`config.mk`:
```
export PLATFORM = sky130hd
export DESIGN_NAME = mem_port_arbiter
export DESIGN_NICKNAME = d
export VERILOG_FILES = /design/src/rtl/mem_port_arbiter_pkg.sv /design/src/rtl/mem_port_arbiter_priority_sel.sv /design/src/rtl/mem_port_arbiter.sv
export SDC_FILE = /design/constraint.sdc
export NUM_CORES = 1
export LEC_CHECK = 0
export CAP_MARGIN = 20
export CORE_MARGIN = 3
export CORE_UTILIZATION = 40
export CTS_BUF_LIST = sky130_fd_sc_hd__clkbuf_4
export DETAILED_ROUTE_END_ITERATION = 16
export GPL_TIMING_DRIVEN = 0
export HOLD_SLACK_MARGIN = 0.06
export MAX_ROUTING_LAYER = met4
export PLACE_DENSITY = 0.78
export SLEW_MARGIN = 25
export SYNTH_ARGS = -nofsm -noshare
export SYNTH_HDL_FRONTEND = slang
export SYNTH_HIERARCHICAL = 1
export SYNTH_SLANG_ARGS = --single-unit
```
`constraint.sdc`:
```
create_clock -name clk -period 1.8 [get_ports clk]
set_clock_uncertainty 0.15 [all_clocks]
set_input_delay 0.18 -clock clk [delete_from_list [all_inputs] [get_ports clk]]
set_output_delay 0.18 -clock clk [all_outputs]
set_load 0.02 [all_outputs]
```
`src/rtl/mem_port_arbiter_pkg.sv`:
```
// Shared types for the fetch/data memory port arbiter: FSM state encoding
// and requester-select constants.
package mem_port_arbiter_pkg;

  typedef enum logic [1:0] {
    IDLE   = 2'd0,
    ACCESS = 2'd1,
    RESP   = 2'd2
  } arb_state_t;

  typedef enum logic {
    PORT_IF = 1'b0,
    PORT_DM = 1'b1
  } port_sel_t;

  localparam int unsigned REQ_ADDR_W = 16;
  localparam int unsigned REQ_DATA_W = 16;

endpackage

```
`src/rtl/mem_port_arbiter_priority_sel.sv`:
```
// Combinational winner select: data port has priority unless fetch is starved.
module arb_priority_sel
  import mem_port_arbiter_pkg::*;
(
  input  logic      if_req,
  input  logic      dm_req,
  input  logic      if_starved,
  output logic      any_req,
  output port_sel_t winner
);

  always_comb begin
    any_req = if_req | dm_req;
    winner  = (dm_req && !(if_req && if_starved)) ? PORT_DM : PORT_IF;
  end

endmodule

```
`src/rtl/mem_port_arbiter.sv`:
```
// Two-requester (fetch / data) arbiter in front of a single-port synchronous RAM.
// One access per two cycles: decide -> ACCESS (grant + RAM command) -> RESP (read data).
module mem_port_arbiter
  import mem_port_arbiter_pkg::*;
#(
  parameter int unsigned ADDR_W   = 8,
  parameter int unsigned DATA_W   = 16,
  parameter int unsigned MAX_WAIT = 3
) (
  input  logic                  clk,
  input  logic                  reset,
  input  logic                  if_req,
  input  logic [REQ_ADDR_W-1:0] if_addr,
  output logic                  if_gnt,
  output logic                  if_rvalid,
  output logic [REQ_DATA_W-1:0] if_rdata,
  input  logic                  dm_req,
  input  logic                  dm_we,
  input  logic [REQ_ADDR_W-1:0] dm_addr,
  input  logic [REQ_DATA_W-1:0] dm_wdata,
  output logic                  dm_gnt,
  output logic                  dm_rvalid,
  output logic [REQ_DATA_W-1:0] dm_rdata,
  output logic                  mem_en,
  output logic                  mem_we,
  output logic [ADDR_W-1:0]     mem_addr,
  output logic [DATA_W-1:0]     mem_wdata,
  input  logic [DATA_W-1:0]     mem_rdata,
  output logic                  addr_err,
  output logic                  busy
);

  localparam int unsigned WAIT_W = (MAX_WAIT > 0) ? $clog2(MAX_WAIT + 1) : 1;

  arb_state_t              state, state_next;
  port_sel_t               port_q, winner;
  logic                    any_req, if_starved, decide, out_of_range, rd_resp;
  logic                    we_q;
  logic [REQ_ADDR_W-1:0]   addr_q;
  logic [REQ_DATA_W-1:0]   wdata_q, if_hold, dm_hold, resp_data;
  logic [WAIT_W-1:0]       wait_cnt;

  assign if_starved   = (wait_cnt == WAIT_W'(MAX_WAIT));
  assign decide       = (state == IDLE) || (state == RESP);
  assign out_of_range = ((addr_q >> ADDR_W) != '0);
  assign rd_resp      = (state == RESP) && !we_q;
  assign resp_data    = out_of_range ? '0 : REQ_DATA_W'(mem_rdata);

  arb_priority_sel u_sel (
    .if_req     (if_req),
    .dm_req     (dm_req),
    .if_starved (if_starved),
    .any_req    (any_req),
    .winner     (winner)
  );

  always_ff @(posedge clk or negedge reset) begin
    if (!reset) state <= IDLE;
    else        state <= state_next;
  end

  always_comb begin
    state_next = state;
    case (state)
      IDLE, RESP: state_next = any_req ? ACCESS : IDLE;
      ACCESS:     state_next = RESP;
      default:    state_next = IDLE;
    endcase
  end

  always_ff @(posedge clk or negedge reset) begin
    if (!reset) begin
      port_q   <= PORT_IF;
      we_q     <= 1'b0;
      addr_q   <= '0;
      wdata_q  <= '0;
      wait_cnt <= '0;
      if_hold  <= '0;
      dm_hold  <= '0;
    end else begin
      if (decide && any_req) begin
        port_q <= winner;
        if (winner == PORT_DM) begin
          we_q    <= dm_we;
          addr_q  <= dm_addr;
          wdata_q <= dm_wdata;
        end else begin
          we_q    <= 1'b0;
          addr_q  <= if_addr;
          wdata_q <= '0;
        end
        if (winner == PORT_IF)          wait_cnt <= '0;
        else if (if_req && !if_starved) wait_cnt <= wait_cnt + 1'b1;
      end
      // Read data is forwarded combinationally in RESP and held here afterwards.
      if (rd_resp && port_q == PORT_IF) if_hold <= resp_data;
      if (rd_resp && port_q == PORT_DM) dm_hold <= resp_data;
    end
  end

  always_comb begin
    if_gnt    = 1'b0;
    dm_gnt    = 1'b0;
    if_rvalid = 1'b0;
    dm_rvalid = 1'b0;
    if_rdata  = if_hold;
    dm_rdata  = dm_hold;
    mem_en    = 1'b0;
    mem_we    = 1'b0;
    mem_addr  = '0;
    mem_wdata = '0;
    addr_err  = 1'b0;
    busy      = (state != IDLE);
    case (state)
      ACCESS: begin
        if_gnt    = (port_q == PORT_IF);
        dm_gnt    = (port_q == PORT_DM);
        addr_err  = out_of_range;
        mem_en    = !out_of_range;
        mem_we    = we_q && !out_of_range;
        mem_addr  = addr_q[ADDR_W-1:0];
        mem_wdata = DATA_W'(wdata_q);
      end
      RESP: begin
        if (!we_q) begin
          if (port_q == PORT_IF) begin
            if_rvalid = 1'b1;
            if_rdata  = resp_data;
          end else begin
            dm_rvalid = 1'b1;
            dm_rdata  = resp_data;
          end
        end
      end
      default: ;
    endcase
  end

endmodule
```
* Word level (Yosys, flattened, before mapping)
Cells that the tools add are included.
** Operators by class
- Add/subtract/negate cells :: 1
- Reductions and logical operators :: 18
- Eq/ne operators :: 4
- Multiplexer cells :: 28
- Bitwise operators :: 2
** Operators with widths (count)
- $mux 16 :: 10
- $reduce_bool 16->1 :: 1
- $mux 1 :: 14
- $logic_and 1x1->1 :: 8
- $mux 8 :: 1
- $eq 2x2->1 const B :: 2
- $logic_not 1->1 :: 4
- $mux 2 :: 2
- $pmux 2 s2 :: 1
- $add 2x1->2 const B :: 1
- $eq 2x1->1 const B :: 1
- $logic_not 2->1 :: 1
- $ne 2x1->1 const B :: 1
- $reduce_and 2->1 :: 1
- $reduce_bool 2->1 :: 1
- $reduce_or 2->1 :: 1
- $logic_or 1x1->1 :: 1
- $not 1->1 :: 1
- $or 1x1->1 :: 1
** Storage, ports and cells
- Output and inout port bits :: 64
- Input port bits :: 69
- Register bits :: 70
- Logic and storage cells :: 61

* Longest topological paths before layout
Gate-level depths: netlist of the first run.
- Depth in word-level cells :: 7
- Mapped depth :: 7

* Cells and area by module
The synthesis of the first run kept the hierarchy.
** Modules (own cells, without submodules)
- mem_port_arbiter :: times used 1, cells each 378, sequential area each 1751.7 um^2, area each 3289.4 um^2
- arb_priority_sel :: times used 1, cells each 2, sequential area each 0.0 um^2, area each 13.8 um^2

* Least setup slack after synthesis of the first run
OpenSTA, ideal clock, no wires.
- Path type :: register to output
- From :: register addr_q[9]
- To :: output if_rdata[2]
- Setup slack :: -0.188 ns
- Arrival time :: 1.658 ns
- Stages on the path, launching flop included :: 6
- Buffers on the path :: 2
- Path through :: dfrtp_1 -> nor4_1 -> nand2_1 -> buf_2 -> clkbuf_1 -> o21ai_0
** On the way
- Longest elaborated chain between the ends :: 5
** RTL lines
- start, declared :: line mem_port_arbiter.sv:39 : logic [REQ_ADDR_W-1:0] addr_q;
- start signal, assigned :: line mem_port_arbiter.sv:85 : addr_q <= dm_addr;
- start signal, assigned :: line mem_port_arbiter.sv:89 : addr_q <= if_addr;
- $reduce_bool 16->1 :: line mem_port_arbiter.sv:45 : assign out_of_range = ((addr_q >> ADDR_W) != '0);
- $mux 16 :: line mem_port_arbiter.sv:47 : assign resp_data = out_of_range ? '0 : REQ_DATA_W'(mem_rdata);
- $mux 16 :: line mem_port_arbiter.sv:126 : if (port_q == PORT_IF) begin
- $mux 16 :: line mem_port_arbiter.sv:125 : if (!we_q) begin
- $mux 16 :: line mem_port_arbiter.sv:114 : case (state)
- end, declared :: line mem_port_arbiter.sv:16 : output logic [REQ_DATA_W-1:0] if_rdata,
Every way passes these cells.

* Worst setup path after layout of the first run
- From :: register port_q
- To :: output if_rdata[11]
** On the way
- Longest elaborated chain between the ends :: 3
** RTL lines
- start, declared :: line mem_port_arbiter.sv:36 : port_sel_t port_q, winner;
- start signal, assigned :: line mem_port_arbiter.sv:82 : port_q <= winner;
- $mux 16 :: line mem_port_arbiter.sv:126
- $mux 16 :: line mem_port_arbiter.sv:125
- $mux 16 :: line mem_port_arbiter.sv:114
Every way passes these cells.

==> results.toml, run 1 <==
[outcome]
status = "finished, violations left"
violations = "negative setup slack"

[cts]
cts_tree = "done"
clock_latency_ps = 410
clkTransAtPathRegs_ps = 130
cts_made_buffers = 9
cts_root_buf = "clkbuf_4"
htreeDepth = 3
cts_sinks = 70
cts.path.max_buffers = 2

[flow_run]
maxCapViolCount = 0

[global_routing]
first_global_vias = 3737
grt_max_degree = 39
grt_pass1_wl_mm = 18.6
overflow = 0
grt_use_total_pct = 25.2
antenna_found_initial = 0

[critical_path]
startpoint = "port_q"
r2r_slack_ps = -50
cp.arrival_ps = 2050
critPathMostFrequentCell = "buf_6"
crit_type = "reg -> out"
reg2regPathDepth = 7
critPathSlowestCell = "or4b_1"
crit_path_end_kind = "primary output"
timing.critical_path.required_ps = 1470
worstReg2RegStart = "port_q"
cp_cell_sequence = "or4b_1, buf_6, clkinv_8, buf_12, nand2_2, o21ai_4, buf_6"
crit_family = "simple AND/OR/NAND/NOR gates"
reg2reg_to = "if_hold[1]"
startpoint_type = "flip-flop"
cp_num_buf_inv = 4
worst_path_largest_cell_delay_ps = 540
crit_fanout = 6

[cells_and_area]
synthToLayoutAreaGrowth_pct = 95.0
mostFrequentLayoutCells = "80 x nand2_1, 76 x buf_6, 70 x dfrtp_1"
final_common_cell = "nand2_1"
nFillCells = 467
fin_area_um2 = 6440
layout-drive-gt1-share_pct = 46.9
final_nets = 638
antennaDiodeCount = 0
post-route-util_pct = 81.7

[drt]
drt-total-wl_mm = 12.3
antenna_left = 0
drcViolationCount = 0
dr.first_iter.drc_count = 114
post_drt_wl_per_cell_um = 18.3
firstDrtPassIters = 5
avgViaCountPerCell = 5.29
vias = 3574

[sta]
period_share_pct = 132
setup_viol = 67
slew_headroom_pct = 70.2
finalMaxSlewViolations = 0
hold_viol = 0
max_freq_mhz = 420
min_period_ps = 2380
rsz0062_at_grt = "yes"
tightest_slew_ps = 447
hold-worst-slack_ps = 98.6
setup_slack_ps = -582

[die]
die_area_um2 = 9380
initial_core_util_pct = 41.9
coreArea_um2 = 7890
fp.dieW_um = 96.9
fp-row-count = 32
ioPinCount = 133
die_height_um = 96.9

[yosys]
synth_top_family_by_area = "simple AND/OR/NAND/NOR gates"
synthCells = 380
synth_cell_types = 31
ys_warn_count = 6
synth_area_um2 = 3300
synth_nets = 450
synth_area_leader_cell = "dfrtp_1"
yosysSeqAreaShare_pct = 53.0
synthSimpleGateAreaFrac_pct = 24.1
synthArstFlopShare_pct = 100
synth_xor_area_share_pct = 0
synthTopCellsByArea = "dfrtp_1 53%, nand2_1 13%, o21ai_0 9.4%, mux2i_1 4.8%, and2_1 4.7%"
synth-main-ff-cell = "dfrtp_1"
muxShareOfSynthArea_pct = 4.85
synth_compound_area_share_pct = 12.9
ys_ff_latch = 70
netlist.area_leader.share_pct = 53.0
synth_edf_count = 0
synthAdderAreaFrac_pct = 0.379
syn_avg_cell_area_um2 = 8.69

[pwr]
peakVddDrop_v = 0.000515
p_leak_uw = 0.00298
finalPower_uw = 5710
powerDensity_nw_per_um2 = 886

[placed_design]
port_buffers = 132
gp_congestion = 0.787
dp.final_hpwl_mm = 7.21
placed_area_um2 = 4970

[worst_hold_path]
worstHoldPathType = "in -> async"
==> worst max path at each step <==
stage	to	slack, ps	depth (start not counted)
after floorplan	if_rdata[2]	-90	5
after global placement	if_hold[13]	-1960	1
after detailed placement	dm_rdata[3]	-870	6
after CTS	if_rdata[2]	-560	7
after global routing	if_rdata[1]	-620	7
final	if_rdata[11]	-580	7
==> power by group <==
group	total, µW	internal [µW]	switching (µW)
logic	2480	1260	1220
registers	2050	1860	190
clock network	1180	587	589
==> logic make-up after synthesis <==
kind of cell	count (synthesis)
multiplexers	16
buffers and inverters	32
flip-flops	70
adder cells (fa/ha/maj)	1
AND/OR/NAND/NOR	177
AO/OA/AOI/OAI	84
==> registers in the layout, indices dropped and copies added, names as in the netlist <==
register / flops
we_q: 1
wait_cnt: 2
if_hold: 16
dm_hold: 16
port_q: 1
state: 2
wdata_q: 16
addr_q: 16
==> stage by stage <==
stage | cells | setup WS, ps | TNS, ps
global placement | 614 | -1960 | -182900
CTS | 663 | -564 | -25230
global route | 675 | -618 | -28850
floorplan | 380 | -87.2 | -1080
detailed placement | 615 | -874 | -48040
finish | 675 | -582 | -25580
==> synthesized netlist by cell type (2+ instances only) <==
| library cell | count |
|---|---|
| clkbuf_1 | 19 |
| dfrtp_1 | 70 |
| nor3_1 | 2 |
| mux2i_1 | 16 |
| nor2_1 | 2 |
| nand2b_1 | 2 |
| inv_1 | 3 |
| nor4_1 | 2 |
| o21ai_1 | 19 |
| nand2_1 | 117 |
| o21ai_0 | 62 |
| and2_1 | 25 |
| buf_2 | 5 |
| nand3_1 | 19 |
==> layer usage <==
layer	vias up	wire length, µm	track usage [%]
met4	0	378	9.50
met3	35	759	5.19
met5	-	0	-
met2	155	6510	43.0
met1	1730	4690	29.1
li1	1654	-	-
==> what timing repair did <==
| item | in CTS | in global routing |
|---|---|---|
| setup endpoints to repair | 97 | 116 |
| buffers inserted | 26 | 15 |
| hold endpoints to repair | 70 | 0 |
| pin swaps | 31 | 38 |
| gates resized for setup | 551 | 68 |
| cloned | 6 | 1 |
| hold buffers | 1 | 0 |
==> layout make-up <==
class,instances,area [µm²],share of cell area [%]
clock buffers,11,82.6,1.28
inverters,5,51.3,0.796
repair buffers,179,1960,30.5
clock inverters,5,73.8,1.15
flip-flops and latches,70,1750,27.2
multi-input cells,278,2090,32.4
plain buffers,25,304,4.72
well taps,102,128,1.98
No activity file was read; power rests on OpenSTA's default activity.
==> inputs of run 2 (changes only) <==
--- a/config.mk
+++ b/config.mk
@@ -7,13 +7,13 @@
 export LEC_CHECK = 0
 export CAP_MARGIN = 20
 export CORE_MARGIN = 3
-export CORE_UTILIZATION = 40
+export CORE_UTILIZATION = 45
 export CTS_BUF_LIST = sky130_fd_sc_hd__clkbuf_4
 export DETAILED_ROUTE_END_ITERATION = 16
 export GPL_TIMING_DRIVEN = 0
 export HOLD_SLACK_MARGIN = 0.06
 export MAX_ROUTING_LAYER = met4
-export PLACE_DENSITY = 0.78
+export PLACE_DENSITY = 0.83
 export SLEW_MARGIN = 25
 export SYNTH_ARGS = -nofsm -noshare
 export SYNTH_HDL_FRONTEND = slang
==> constraint.sdc (replaced) <==
create_clock -name clk -period 2.3 [get_ports clk]
set_clock_uncertainty 0.15 [all_clocks]
set_input_delay 0.23 -clock clk [delete_from_list [all_inputs] [get_ports clk]]
set_output_delay 0.23 -clock clk [all_outputs]
set_load 0.02 [all_outputs]
==> run 2 against run 1 <==
Effect of this change: non-clock buffer count is 12 lower; final area is 9.3% lower; final cell count is 2.7% lower; largest power group unchanged; global-route usage is 0.86 points higher; clock power is 23% lower; routed wire length is 4.9% lower; largest cell class unchanged; core utilization is 2.4 points higher; worst hold slack better by 10 ps; the flow still finishes with violations (negative setup slack); sequential power is 23% lower.
==> results.toml, run 2 (synthesis gave the netlist of run 1 again) <==
[sta]
period_share_pct = 107
hold-worst-slack_ps = 109
max_freq_mhz = 407
tns_ps = -1940
finalMaxSlewViolations = 0
slew_headroom_pct = 67.2
rsz0062_at_grt = "yes"
hold_viol = 0
min_period_ps = 2460
setup_viol = 21
setup_slack_ps = -156
tightest_slew_ps = 492

[critical_path]
cp.arrival_ps = 2080
startpoint_type = "flip-flop"
crit_type = "reg -> out"
crit_fanout = 6
worst_path_largest_cell_delay_ps = 610
timing.critical_path.required_ps = 1920
cp_cell_sequence = "or4b_4, clkinv_8, buf_12, nand2_4, o21ai_2, buf_4"
crit_path_end_kind = "primary output"
critPathSlowestCell = "or4b_4"

[global_routing]
antenna_found_initial = 0
grt_use_total_pct = 26.0
overflow = 0
grt_max_degree = 42
first_global_vias = 3520
grt_pass1_wl_mm = 16.9

[pwr]
p_leak_uw = 0.00273
switching_share_pct = 35.0
pwr-share-clk_pct = 22.2
peakVddDrop_v = 0.000422
sequentialPowerShare_pct = 38.8
power.switching_uw = 1430
powerDensity_nw_per_um2 = 699
p_int_uw = 2650
p_comb_share_pct = 39.0
finalPower_uw = 4080

[cells_and_area]
mostFrequentLayoutCells = "87 x nand2_1, 70 x dfrtp_1, 68 x clkdlybuf4s50_1"
synthToLayoutAreaGrowth_pct = 76.9
layout-drive-gt1-share_pct = 35.1
instances_no_fill = 657
final_nets = 626
final_common_cell = "nand2_1"
antennaDiodeCount = 0

[drt]
routed.top_layer = "met4"
post_drt_wl_per_cell_um = 17.9
avgViaCountPerCell = 5.34
wl_met1_mm = 4.40
dr.first_iter.drc_count = 138
dr_wl_met3_um = 817
firstDrtPassIters = 5
vias = 3507
wl_met2_mm = 6.14
drt-total-wl_mm = 11.7
antenna_left = 0
drcViolationCount = 0

[placed_design]
gp_congestion = 0.821
port_buffers = 132
dp.final_hpwl_mm = 6.97
dp.cells = 609

[cts]
htreeDepth = 3
cts_made_buffers = 9
cts.path.max_buffers = 2
cts_tree = "done"
cts_root_buf = "clkbuf_4"
clkTransAtPathRegs_ps = 120
clock_latency_ps = 420
cts_sinks = 70

[die]
ioPinCount = 133
die_area_um2 = 8400
die_height_um = 91.7
fp-row-count = 30
initial_core_util_pct = 47.6
coreArea_um2 = 6940
fp.dieW_um = 91.7

[flow_run]
maxCapViolCount = 0

[worst_hold_path]
worstHoldPathType = "in -> async"

[outcome]
violations = "negative setup slack"
status = "finished, violations left"
## run 2: changes by cell type in the layout (fill, tap and decap cells not counted), moves of 6 or more
cell	before	now
nand2_4	18	9
dlygate4sd2_1	0	7
clkdlybuf4s15_2	0	13
and2_4	25	0
buf_4	25	31
clkbuf_1	1	8
buf_6	76	32
and2_1	0	25
nand2_1	80	87
buf_2	1	8
## run 2: final timing paths
path,start,end,slack (ps),depth (start not counted)
worst max register to register,addr_q[10],if_hold[3],-20,10
worst max-delay path,state[0],if_rdata[15],-160,6
max in group asynchronous,reset,addr_q[14],1330,3
worst min-delay path,reset,wdata_q[6],110,2
min in group clk,dm_wdata[11],wdata_q[11],210,3
worst min register to register,wdata_q[10],wdata_q[10],320,2
## run 2: area by class of cell
type                    instances  area (µm²)
fillers                       398        1100
flip-flops and latches         70        1750
well taps                      96         120
clock inverters                 5        73.8
clock buffers                  11        82.6
plain buffers                  26         235
inverters                       5        46.3
multi-input cells             278        1830
repair buffers                166        1700
## run 2: timing repair
item                                    in CTS  in global routing
buffers inserted                            19                  8
cloned                                       1                  5
resized for setup                          393                 85
endpoints found under the hold margin       70                  0
endpoints found under the setup margin      62                 77
hold buffers                                 1                  0
pin swaps                                   28                 21
## run 2: per-stage QoR
step / area (µm²) / setup slack, ps / utilization, %
floorplan: 3300 / 262 / -
global placement: 4740 / -1460 / 68.3
detailed placement: 4760 / -393 / 68.6
CTS: 5450 / -97.5 / 78.5
global route: 5840 / -233 / 84.1
finish: 5840 / -156 / 84.1
## run 2: critical path, delay by kind of cell, from the launching register on
| kind | cells | cell delay [ps] |
|---|---|---|
| buffers and inverters | 3 | 400 |
| AND/OR/NAND/NOR | 2 | 670 |
| AO/OA/AOI/OAI | 1 | 160 |
| flip-flops | 1 | 430 |
## run 2: power by group through the flow
stage	Sequential, µW	Combinational, µW	Clock (µW)
floorplan	1550	643	0
global placement	1570	1180	0
detailed placement	1580	1220	0
CTS	1560	1400	891
global route	1610	1700	965
finish	1580	1590	908
## run 2: per-layer routing
metal | vias up | GRT usage [%]
li1 | 1615 | -
met1 | 1678 | 29.7
met2 | 179 | 45.6
met3 | 35 | 5.66
met4 | 0 | 8.17
met5 | - | -
